## config.mk

```make
export PLATFORM = sky130hd
export DESIGN_NAME = sna_response_packetizer
export DESIGN_NICKNAME = d
export VERILOG_FILES = /design/src/rtl/sna_pkg.sv /design/src/rtl/sna_vc_select.sv /design/src/rtl/sna_response_packetizer.sv
export SDC_FILE = /design/constraint.sdc
export NUM_CORES = 1
export LEC_CHECK = 0
export CAP_MARGIN = 5
export CORE_UTILIZATION = 50
export DETAILED_ROUTE_END_ITERATION = 10
export GPL_ROUTABILITY_DRIVEN = 0
export PLACE_DENSITY = 0.85
export SYNTH_ARGS = -nofsm -noshare
export SYNTH_HDL_FRONTEND = slang
export SYNTH_HIERARCHICAL = 1
export SYNTH_SLANG_ARGS = --single-unit
```

## constraint.sdc

```tcl
create_clock -name clk -period 3.8 [get_ports clk]
set_clock_uncertainty 0.05 [all_clocks]
set_input_delay 0.76 -clock clk [delete_from_list [all_inputs] [get_ports clk]]
set_output_delay 0.76 -clock clk [all_outputs]
set_load 0.05 [all_outputs]
```

## src/rtl/sna_pkg.sv

```systemverilog
// Shared definitions for the slave network adapter response path.
// Holds the flit type codes, the packetizer state encoding and the bit
// positions of the fields inside the HEAD flit payload.
package sna_pkg;

    // Flit type codes carried in the top two bits of every flit.
    localparam logic [1:0] FLIT_HEAD = 2'b01;
    localparam logic [1:0] FLIT_TAIL = 2'b10;

    // HEAD payload layout: [DATA_W-1:4] route header, [3] kind, [2] zero, [1:0] resp.
    localparam int unsigned HEAD_HDR_LSB  = 4;
    localparam int unsigned HEAD_KIND_BIT = 3;
    localparam int unsigned HEAD_RESP_LSB = 0;

    typedef enum logic [1:0] {
        StIdle = 2'b00,
        StHead = 2'b01,
        StTail = 2'b10
    } sna_state_e;

endpackage

```

## src/rtl/sna_vc_select.sv

```systemverilog
// Lowest-index one-hot priority encoder used to pick a free virtual channel.
// Ports:
//   req    - per-VC request/free flags
//   onehot - one-hot of the lowest set bit of req (zero when req is zero)
//   any    - high when any bit of req is set
module sna_vc_select #(
    parameter int unsigned NUM_VC = 8
) (
    input  logic [NUM_VC-1:0] req,
    output logic [NUM_VC-1:0] onehot,
    output logic              any
);

    // Scan from the top so the lowest set bit is the last one written.
    always_comb begin
        onehot = '0;
        for (int i = int'(NUM_VC) - 1; i >= 0; i--) begin
            if (req[i]) begin
                onehot    = '0;
                onehot[i] = 1'b1;
            end
        end
    end

    assign any = |req;

endmodule

```

## src/rtl/sna_response_packetizer.sv

```systemverilog
// Response-path packetizer for the slave network adapter. Accepts AXI4-Lite
// R and B responses, arbitrates round-robin between them, claims the
// lowest-index free VC and emits a HEAD/TAIL packet under per-VC on/off
// flow control.
// Ports:
//   clk, rst                 - clock, synchronous active-high reset
//   route_hdr                - route header for the response being accepted
//   rvalid/rdata/rresp/rready - AXI R channel
//   bvalid/bresp/bready      - AXI B channel
//   is_allocatable           - per-VC free flags
//   is_on_off                - per-VC downstream on flags
//   vc_claim                 - one-hot VC claim, pulses in the accept cycle
//   vc_sel                   - one-hot VC of the packet in flight
//   noc_data, is_valid       - registered flit and its valid strobe
module sna_response_packetizer
    import sna_pkg::*;
#(
    parameter int unsigned NUM_VC = 8,
    parameter int unsigned DATA_W = 32,
    parameter int unsigned FLIT_W = DATA_W + 2,
    parameter int unsigned HDR_W  = DATA_W - 4
) (
    input  logic              clk,
    input  logic              rst,
    input  logic [HDR_W-1:0]  route_hdr,
    input  logic              rvalid,
    input  logic [DATA_W-1:0] rdata,
    input  logic [1:0]        rresp,
    output logic              rready,
    input  logic              bvalid,
    input  logic [1:0]        bresp,
    output logic              bready,
    input  logic [NUM_VC-1:0] is_allocatable,
    input  logic [NUM_VC-1:0] is_on_off,
    output logic [NUM_VC-1:0] vc_claim,
    output logic [NUM_VC-1:0] vc_sel,
    output logic [FLIT_W-1:0] noc_data,
    output logic              is_valid
);

    sna_state_e        state_q;
    logic              rr_q;      // 0: R wins a collision, 1: B wins
    logic [HDR_W-1:0]  hdr_q;
    logic              kind_q;    // 1 read, 0 write
    logic [1:0]        resp_q;
    logic [DATA_W-1:0] data_q;
    logic [NUM_VC-1:0] vc_sel_q;
    logic [FLIT_W-1:0] noc_data_q;
    logic              is_valid_q;

    logic [NUM_VC-1:0] free_onehot;
    logic              free_any;
    logic              can_grant;
    logic              grant_r;
    logic              grant_b;
    logic              vc_on;

    sna_vc_select #(
        .NUM_VC (NUM_VC)
    ) u_vc_select (
        .req    (is_allocatable),
        .onehot (free_onehot),
        .any    (free_any)
    );

    // Reset overrides the handshake so nothing is accepted in a reset cycle.
    assign can_grant = !rst && (state_q == StIdle) && free_any;
    assign grant_r   = can_grant && rvalid && (!bvalid || !rr_q);
    assign grant_b   = can_grant && bvalid && (!rvalid || rr_q);
    assign vc_on     = |(is_on_off & vc_sel_q);

    assign rready   = grant_r;
    assign bready   = grant_b;
    assign vc_claim = (grant_r || grant_b) ? free_onehot : '0;
    assign vc_sel   = vc_sel_q;
    assign noc_data = noc_data_q;
    assign is_valid = is_valid_q;

    always_ff @(posedge clk) begin
        if (rst) begin
            state_q    <= StIdle;
            rr_q       <= 1'b0;
            hdr_q      <= '0;
            kind_q     <= 1'b0;
            resp_q     <= 2'b00;
            data_q     <= '0;
            vc_sel_q   <= '0;
            noc_data_q <= '0;
            is_valid_q <= 1'b0;
        end else begin
            is_valid_q <= 1'b0;
            unique case (state_q)
                StIdle: begin
                    if (grant_r || grant_b) begin
                        hdr_q    <= route_hdr;
                        kind_q   <= grant_r;
                        resp_q   <= grant_r ? rresp : bresp;
                        data_q   <= grant_r ? rdata : '0;
                        vc_sel_q <= free_onehot;
                        rr_q     <= grant_r;  // next collision favours the loser
                        state_q  <= StHead;
                    end
                end
                StHead: begin
                    if (vc_on) begin
                        noc_data_q <= {FLIT_HEAD, hdr_q, kind_q, 1'b0, resp_q};
                        is_valid_q <= 1'b1;
                        state_q    <= StTail;
                    end
                end
                StTail: begin
                    if (vc_on) begin
                        noc_data_q <= {FLIT_TAIL, data_q};
                        is_valid_q <= 1'b1;
                        vc_sel_q   <= '0;
                        state_q    <= StIdle;
                    end
                end
                default: state_q <= StIdle;
            endcase
        end
    end

endmodule

```

Word-level counts from Yosys, hierarchy flattened
Cells that the tools add are included.
- div/mod/pow operators: 0
- mux-type cells: 22
- equal/unequal tests: 5
- order comparisons: 0
- reductions and logical operators: 24
- $add $sub $neg: 0
- shift operators: 0
- bitwise logic cells: 2
- $mul: 0
- operators by type and width (kind ; count):
    8-bit two-way mux ; 11
    34-bit two-way mux ; 2
    34-bit one-hot mux with 2 select lines ; 1
    32-bit two-way mux ; 1
    8-bit one-hot mux with 2 select lines ; 1
    8-bit OR reduction ; 2
    3-bit AND reduction ; 3
    8-bit AND ; 1
    2-bit two-way mux ; 4
    1-bit logical AND ; 6
    2-bit one-hot mux with 3 select lines ; 1
    1-bit logical NOT ; 4
    2-bit != test, second input constant ; 2
    2-bit nonzero test ; 2
    2-bit OR reduction ; 2
    1-bit logical OR ; 3
    2-bit by 1-bit == test with 1-bit output, second input constant ; 1
    2-bit == test, second input constant ; 1
    2-bit logical NOT ; 1
    2-bit by 1-bit != test with 1-bit output, second input constant ; 1
    2-bit AND reduction ; 1
    1-bit two-way mux ; 1
    1-bit inverter ; 1
- output and inout port bits: 53
- latch bits: 0
- register bits: 108
- bits in read-only memories: 0
- bits in writable memories: 0
- logic and storage cells: 61
- memories: 0
- input port bits: 84

Depth between registers and ports, before layout
Gate-level depths: netlist of the first run.
- depth in word-level cells: 10
- depth in mapped cells: 8
- gate-level depth less buffers: 7

By module
The synthesis of the first run kept the hierarchy.
- modules (own cells, without submodules) (module ; area an instance (um^2) ; seq. area each (um^2) ; times used ; cells an instance):
    sna_response_packetizer ; 4364.2 ; 2162.1 ; 1 ; 475
    sna_vc_select ; 101.3 ; 0.0 ; 1 ; 12

Worst setup path after synthesis of the first run
OpenSTA, ideal clock, no wires.
- kind: input port to output port
- start point: input is_allocatable[0]
- end point: output vc_claim[0]
- setup slack: 1.076 ns
- data arrival time: 1.914 ns
- path buffers: 1
- data required time: 2.990 ns
- stages: 6
- path through: nor4_4 nand3_1 nand3b_1 nor2_2 clkbuf_2 and2_1
- cells in the longest elaborated chain, start to end: 6
- elaborated cells between the ends (all ways): 9
- classes of those cells: 2 x mux; 7 x reduce/logical
- RTL lines (element ; line ; text):
    start, declared ; sna_response_packetizer.sv:33 ; input logic [NUM_VC-1:0] is_allocatable,
    8-bit OR reduction * ; sna_vc_select.sv:25 ; assign any = |req;
    named net free_any ; sna_response_packetizer.sv:52 ; logic free_any;
    1-bit logical AND * ; sna_response_packetizer.sv:67 ; assign can_grant = !rst && (state_q == StIdle) && free_any;
    1-bit logical AND, on equally long branches (2 in a row) ; sna_response_packetizer.sv:68, sna_response_packetizer.sv:69 ;
    1-bit logical OR * ; sna_response_packetizer.sv:74 ; assign vc_claim = (grant_r || grant_b) ? free_onehot : '0;
    8-bit two-way mux * ; sna_response_packetizer.sv:74 ;
    end, declared ; sna_response_packetizer.sv:35 ; output logic [NUM_VC-1:0] vc_claim,
The timed path passes the listed nets; every way through them passes the cells marked *.

Worst setup path in the final report of the first run
- start point: input is_allocatable[0]
- end point: output bready
- cells in the longest elaborated chain, start to end: 4
- RTL lines (element ; line ; text):
    8-bit OR reduction ; sna_vc_select.sv:25 ;
    named net free_any ; sna_response_packetizer.sv:52 ;
    1-bit logical AND ; sna_response_packetizer.sv:67 ;
    1-bit logical AND (2 in a row) ; sna_response_packetizer.sv:69 ; assign grant_b = can_grant && bvalid && (!rvalid || rr_q);
    end, declared ; sna_response_packetizer.sv:32 ; output logic bready,
The timed path passes the listed nets, and every way through them passes these cells.

==> results of run 1 <==
[metal layers]
layer  wire length (um)  part of all wire  vias to the layer above  GRT usage
met5                  0                 0                        -          0
met4                211             0.018                        0     0.0980
met3                545             0.048                       17     0.0368
met2               5920              0.52                      126      0.442
met1               4770              0.42                     1844      0.303
li1                   -                 -                     1937          -
[area by class of cell]
| cell class | instances | area (sq um) | area share |
|---|---|---|---|
| clock buffers | 9 | 124 | 0.0203 |
| clock inverters | 6 | 47.5 | 0.00779 |
| inverters | 14 | 52.6 | 0.00861 |
| multi-input cells | 330 | 2080 | 0.341 |
| flip-flops and latches | 108 | 2160 | 0.354 |
| well taps | 108 | 135 | 0.0221 |
| repair buffers | 143 | 1500 | 0.246 |
[logic make-up (layout without fill, tap and decap cells)]
group                      count (synthesis)  in the layout
and+or+nand+nor                          174            174
AOI/OAI and AO/OA                        118            118
DFF                                      108            108
buffers and inverters                     49            172
muxes                                     34             34
adders and majority gates                  4              4
[sequential cells by signal (all words and copies together), names as in the netlist]
register / flops
noc_data: 34
data_q: 32
hdr_q: 28
vc_sel: 8
resp_q: 2
state_q: 2
is_valid: 1
kind_q: 1
[power breakdown]
part           internal (mW)  switching (mW)  total, mW  leakage, nW
registers               1.24          0.0546       1.29        0.878
logic                  0.316           0.491      0.807         1.11
clock network          0.241           0.392      0.633       0.0861
[cells in the mapped netlist (4+ instances only)]
master    instances
nand2_1          67
a22oi_2           4
ha_1              4
dfxtp_1         108
buf_2            17
inv_1            13
nand3_1           4
o31ai_1           8
a22oi_1          32
a211oi_2          9
a21oi_1          32
mux2i_1          34
a211oi_1         24
clkbuf_1         10
buf_4             7
and2_1            8
nor2_1           72
[worst max-delay path: stages]
cell and delay, ps:
clkdlybuf4s50_1 520, nor4_4 380, nand3_1 170, and3b_1 260, nand3_1 210, inv_1 80, buf_4 200
[worst paths after layout]
path                                     end  slack, ps
worst max-delay path                  bready        400
worst max register to register  noc_data[20]       1220
worst min-delay path               hdr_q[22]        410
worst min register to register     hdr_q[22]        410
==> results.toml, run 1 <==
[outcome]
run_status = "complete, no violations"

[global_routing]
antenna_found_initial = 0
grt.overflow.total = 0
grt_pass1_wl_um = 17700
grt_max_degree = 65
grt_pass1_vias = 3774
track_usage = 0.250

[finish]
final_cell_mix = "clkdlybuf4s50_1 (125), dfxtp_1 (108), nor2_1 (72)"
layout_commonest_cell = "clkdlybuf4s50_1"
finalNonFillerCells = 718
n_fill_cell = 687
num_antenna_cells = 0
drive_gt1_frac = 0.0967
nNetsFinal = 694
area_delta_synth_final_pct = 36.7
final_util = 0.703
finalInstanceArea_sq_um = 6100

[sta]
setup_viol = 0
relSlewSlack = 0.247
period_minus_slack_ps = 3400
post-route-period-util = 0.895
drv_slew = 0
fmax_mhz = 294
hold_viol_final = 0
tightest_slew_ps = 1130
fin_hold_ws_ps = 407
rsz0062_at_grt = "no"
fin_tns_setup_ps = 0
fin_ws_ps = 401

[hold_path]
hold_path.class = "flip-flop to flip-flop"
hold_path_depth = 2
hp-start = "hdr_q[22]"

[cts]
cts_hold_buffers = 0
cts_setup_buffers = 0
cts_root_buf = "clkbuf_8"
clk_pin_slew_worst_paths_ps = 90
cts_max_level = 3
cts_tree = "yes"
cts-buffers-inserted = 9
cts_sinks = 108
cts_resized = 0
clock_latency_ps = 360
clock_path_buffers = 2

[setup_path]
critPathMaxFanout = 6
crit-reg2reg-launch = "state_q[0]"
rr_worst_depth = 7
critPathKind = "primary input to output pin"
worstSetupEndpointType = "output pin"
worstPathArrival_ps = 2590
startpoint_type = "primary input"
required_ps = 2990
startpoint = "is_allocatable[0]"

[flow_run]
maxCapViolCount = 0

[detailed_routing]
drcViolationCount = 0
routedWlPerCell_um = 15.9
wl_um = 11400
dr.first_iter.drc_count = 157
ant_nets = 0
via_count = 3924
drt-pass1-iter-count = 6
via_per_inst = 5.47

[logic_synthesis]
ys_warn_count = 6
synth_nets = 575
synth_xor_area_frac = 0
synth.area.top_cells = "dfxtp_1 (48%), mux2i_1 (7.6%), nor2_1 (6.1%)"
syn-cell-area_sq_um = 4470
synth-seq-cells = 108
synth_top_family_by_area = "compound AO/OA/AOI/OAI gates"
synth_cell_type_count = 43
avgSynthCellArea_sq_um = 9.17
yosys.area.top_type = "dfxtp_1"
synth_top_area_frac = 0.484
async_flop_share = 0
synth_cells = 487
synth_mux_area_frac = 0.0762
synth_compound_area_frac = 0.200
synth_edf_count = 0
yosys.area_share.simple = 0.176
synth_fa_ha_area_frac = 0.0112
synth_seq_area_share = 0.484
ys.flop_type = "dfxtp_1"

[floorplan]
initial_core_util = 0.515
die_y_um = 96.5
core_sq_um = 8680
rows = 34
fp.dieW_um = 96.5
die_area_sq_um = 9310
io_pins = 137

[power]
p_leak_nw = 2.07
p_total_mw = 2.73
power_density_nw_per_um2 = 447
ir_drop_mv = 0.317

[placed_design]
place_hpwl_um = 7990
numPortBuffers = 136
place_area_sq_um = 5930
place_ws_ps = 399
dp_cells = 703
(Power assumes the default switching activity.)
==> run 2: changes to the inputs <==
CORE_UTILIZATION = 30   (was 50)
PLACE_DENSITY = unset   (was 0.85)
==> run 2 against run 1 <==
Compared with the run above:
- core utilization fell by 26 points
- clock power rose by 61%
- critical path depth did not move
- final area rose by 4.4%
- clock-buffer cell count rose by 2
- global-route usage fell by 9.4 points
- register-to-register slack improved by 470 ps
- first-iteration DRC count rose by 13%
- non-clock buffer count did not move
- total power rose by 15%
- worst hold slack got worse by 3.1 ps
==> results.toml, run 2 (synthesis results as in run 1) <==
[global_routing]
antenna_found_initial = 0
track_usage = 0.155
grt_pass1_wl_um = 18400
grt_max_degree = 101
grt_pass1_vias = 3729
grt.overflow.total = 0

[finish]
drive_gt1_frac = 0.0966
largest_register_ffs = 34
area_delta_synth_final_pct = 42.7
nNetsFinal = 694
final_cell_mix = "clkdlybuf4s50_1 (125), dfxtp_1 (108), nor2_1 (72)"
regArea_sq_um = 2160
n_fill_cell = 1468
num_antenna_cells = 0
multi_input_area_sq_um = 2090
layout_commonest_cell = "clkdlybuf4s50_1"
finalInstanceArea_sq_um = 6370

[sta]
fin_tns_setup_ps = 0
fin_hold_ws_ps = 404
relSlewSlack = 0.264
tightest_slew_ps = 1100
fin_ws_ps = 407
rsz0062_at_grt = "no"
fmax_mhz = 295
post-route-period-util = 0.893
drv_slew = 0
hold_viol_final = 0
period_minus_slack_ps = 3390
setup_viol = 0

[setup_path]
cpPeakStageDelay_ps = 530
cp_slowest_cell = "clkdlybuf4s50_1"
cp.buffers_inverters = 3
required_ps = 2990
cp_top_family = "simple AND/OR/NAND/NOR gates"
startpoint_type = "primary input"
critPathKind = "primary input to output pin"
crit_top_cell = "nand3_1"
critPathMaxFanout = 6
worstSetupEndpointType = "output pin"
worstPathArrival_ps = 2580
cp_cell_sequence = "clkdlybuf4s50_1 -> nor4_4 -> nand3_1 -> and3b_1 -> nand3_1 -> inv_1 -> buf_4"

[cts]
cts_max_level = 3
cts_resized = 0
cts_hold_buffers = 0
cts_tree = "yes"
clock_latency_ps = 350
cts_sinks = 108
cts-buffers-inserted = 9
clock_path_buffers = 2
cts_root_buf = "clkbuf_16"
cts_setup_buffers = 0
clk_pin_slew_worst_paths_ps = 70

[power]
p_leak_nw = 2.15
power_density_nw_per_um2 = 491
ir_drop_mv = 0.258

[floorplan]
io_pins = 137
core_sq_um = 14500
die_area_sq_um = 15400
fp.dieW_um = 124
die_y_um = 124
initial_core_util = 0.307
rows = 44

[detailed_routing]
via_count = 3865
drcViolationCount = 0
routedWlPerCell_um = 15.0
drt-pass1-iter-count = 4
via_per_inst = 4.86
ant_nets = 0
wl_um = 11900
dr.first_iter.drc_count = 177

[placed_design]
place_area_sq_um = 6050
numPortBuffers = 136
place_ws_ps = 401
place_hpwl_um = 7960

[outcome]
run_status = "complete, no violations"

[hold_path]
hold_path.class = "flip-flop to flip-flop"

[flow_run]
maxCapViolCount = 0
[run 2: changes by cell type in the layout (fill, tap and decap cells not counted)]
cell,change
buf_12,+1
buf_4,-1
bufinv_16,+2
clkbuf_1,+1
clkbuf_16,+9
clkbuf_8,-8
clkinv_4,-2
inv_6,-2
inv_8,+1
nor2_2,-1
nor2_4,+1
[run 2: metrics by stage]
step	std cells	total power [mW]	util
finish	795	3.13	0.438
global route	795	3.30	0.438
CTS	795	3.18	0.438
detailed placement	779	2.14	0.416
global placement	779	2.12	0.416
floorplan	487	1.84	-
[run 2: area by class of cell]
cell class / instances / share of cell area
Clock inverter: 5 / 0.0132
Sequential cell: 108 / 0.339
Inverter: 14 / 0.00825
Timing Repair Buffer: 143 / 0.237
Tap cell: 184 / 0.0361
Clock buffer: 11 / 0.0381
Multi-Input combinational cell: 330 / 0.328
[run 2: path summary, 6_finish.rpt]
kind | startpoint | endpoint | slack [ps] | cells past startpoint
worst max-delay path | is_allocatable[0] | bready | 410 | 7
worst min-delay path | hdr_q[3] | hdr_q[3] | 400 | 2
worst max register to register | state_q[1] | data_q[24] | 1690 | 8
worst min register to register | hdr_q[3] | hdr_q[3] | 400 | 2
[run 2: layer usage]
layer  up-vias  routed length, um  track usage  part of all wire
met3         9                731       0.0462             0.061
met2        98               5580        0.258              0.47
met5         -                  0            0                 0
met1      1816               5410        0.193              0.46
met4         0                166       0.0469             0.014
li1       1942                  -            -                 -
[run 2: power breakdown]
part | total [mW] | switching, mW | internal (mW)
sequential | 1.29 | 0.0537 | 1.24
combinational | 0.814 | 0.493 | 0.320
clock | 1.02 | 0.424 | 0.600
[run 2: worst reg2reg max path: stages, from the launching register on]
cell	delay (ps)
dfxtp_1	350
inv_1	120
ha_1	240
and3b_1	280
nand3_2	180
inv_2	120
buf_4	400
a22oi_1	170
nor2_1	130
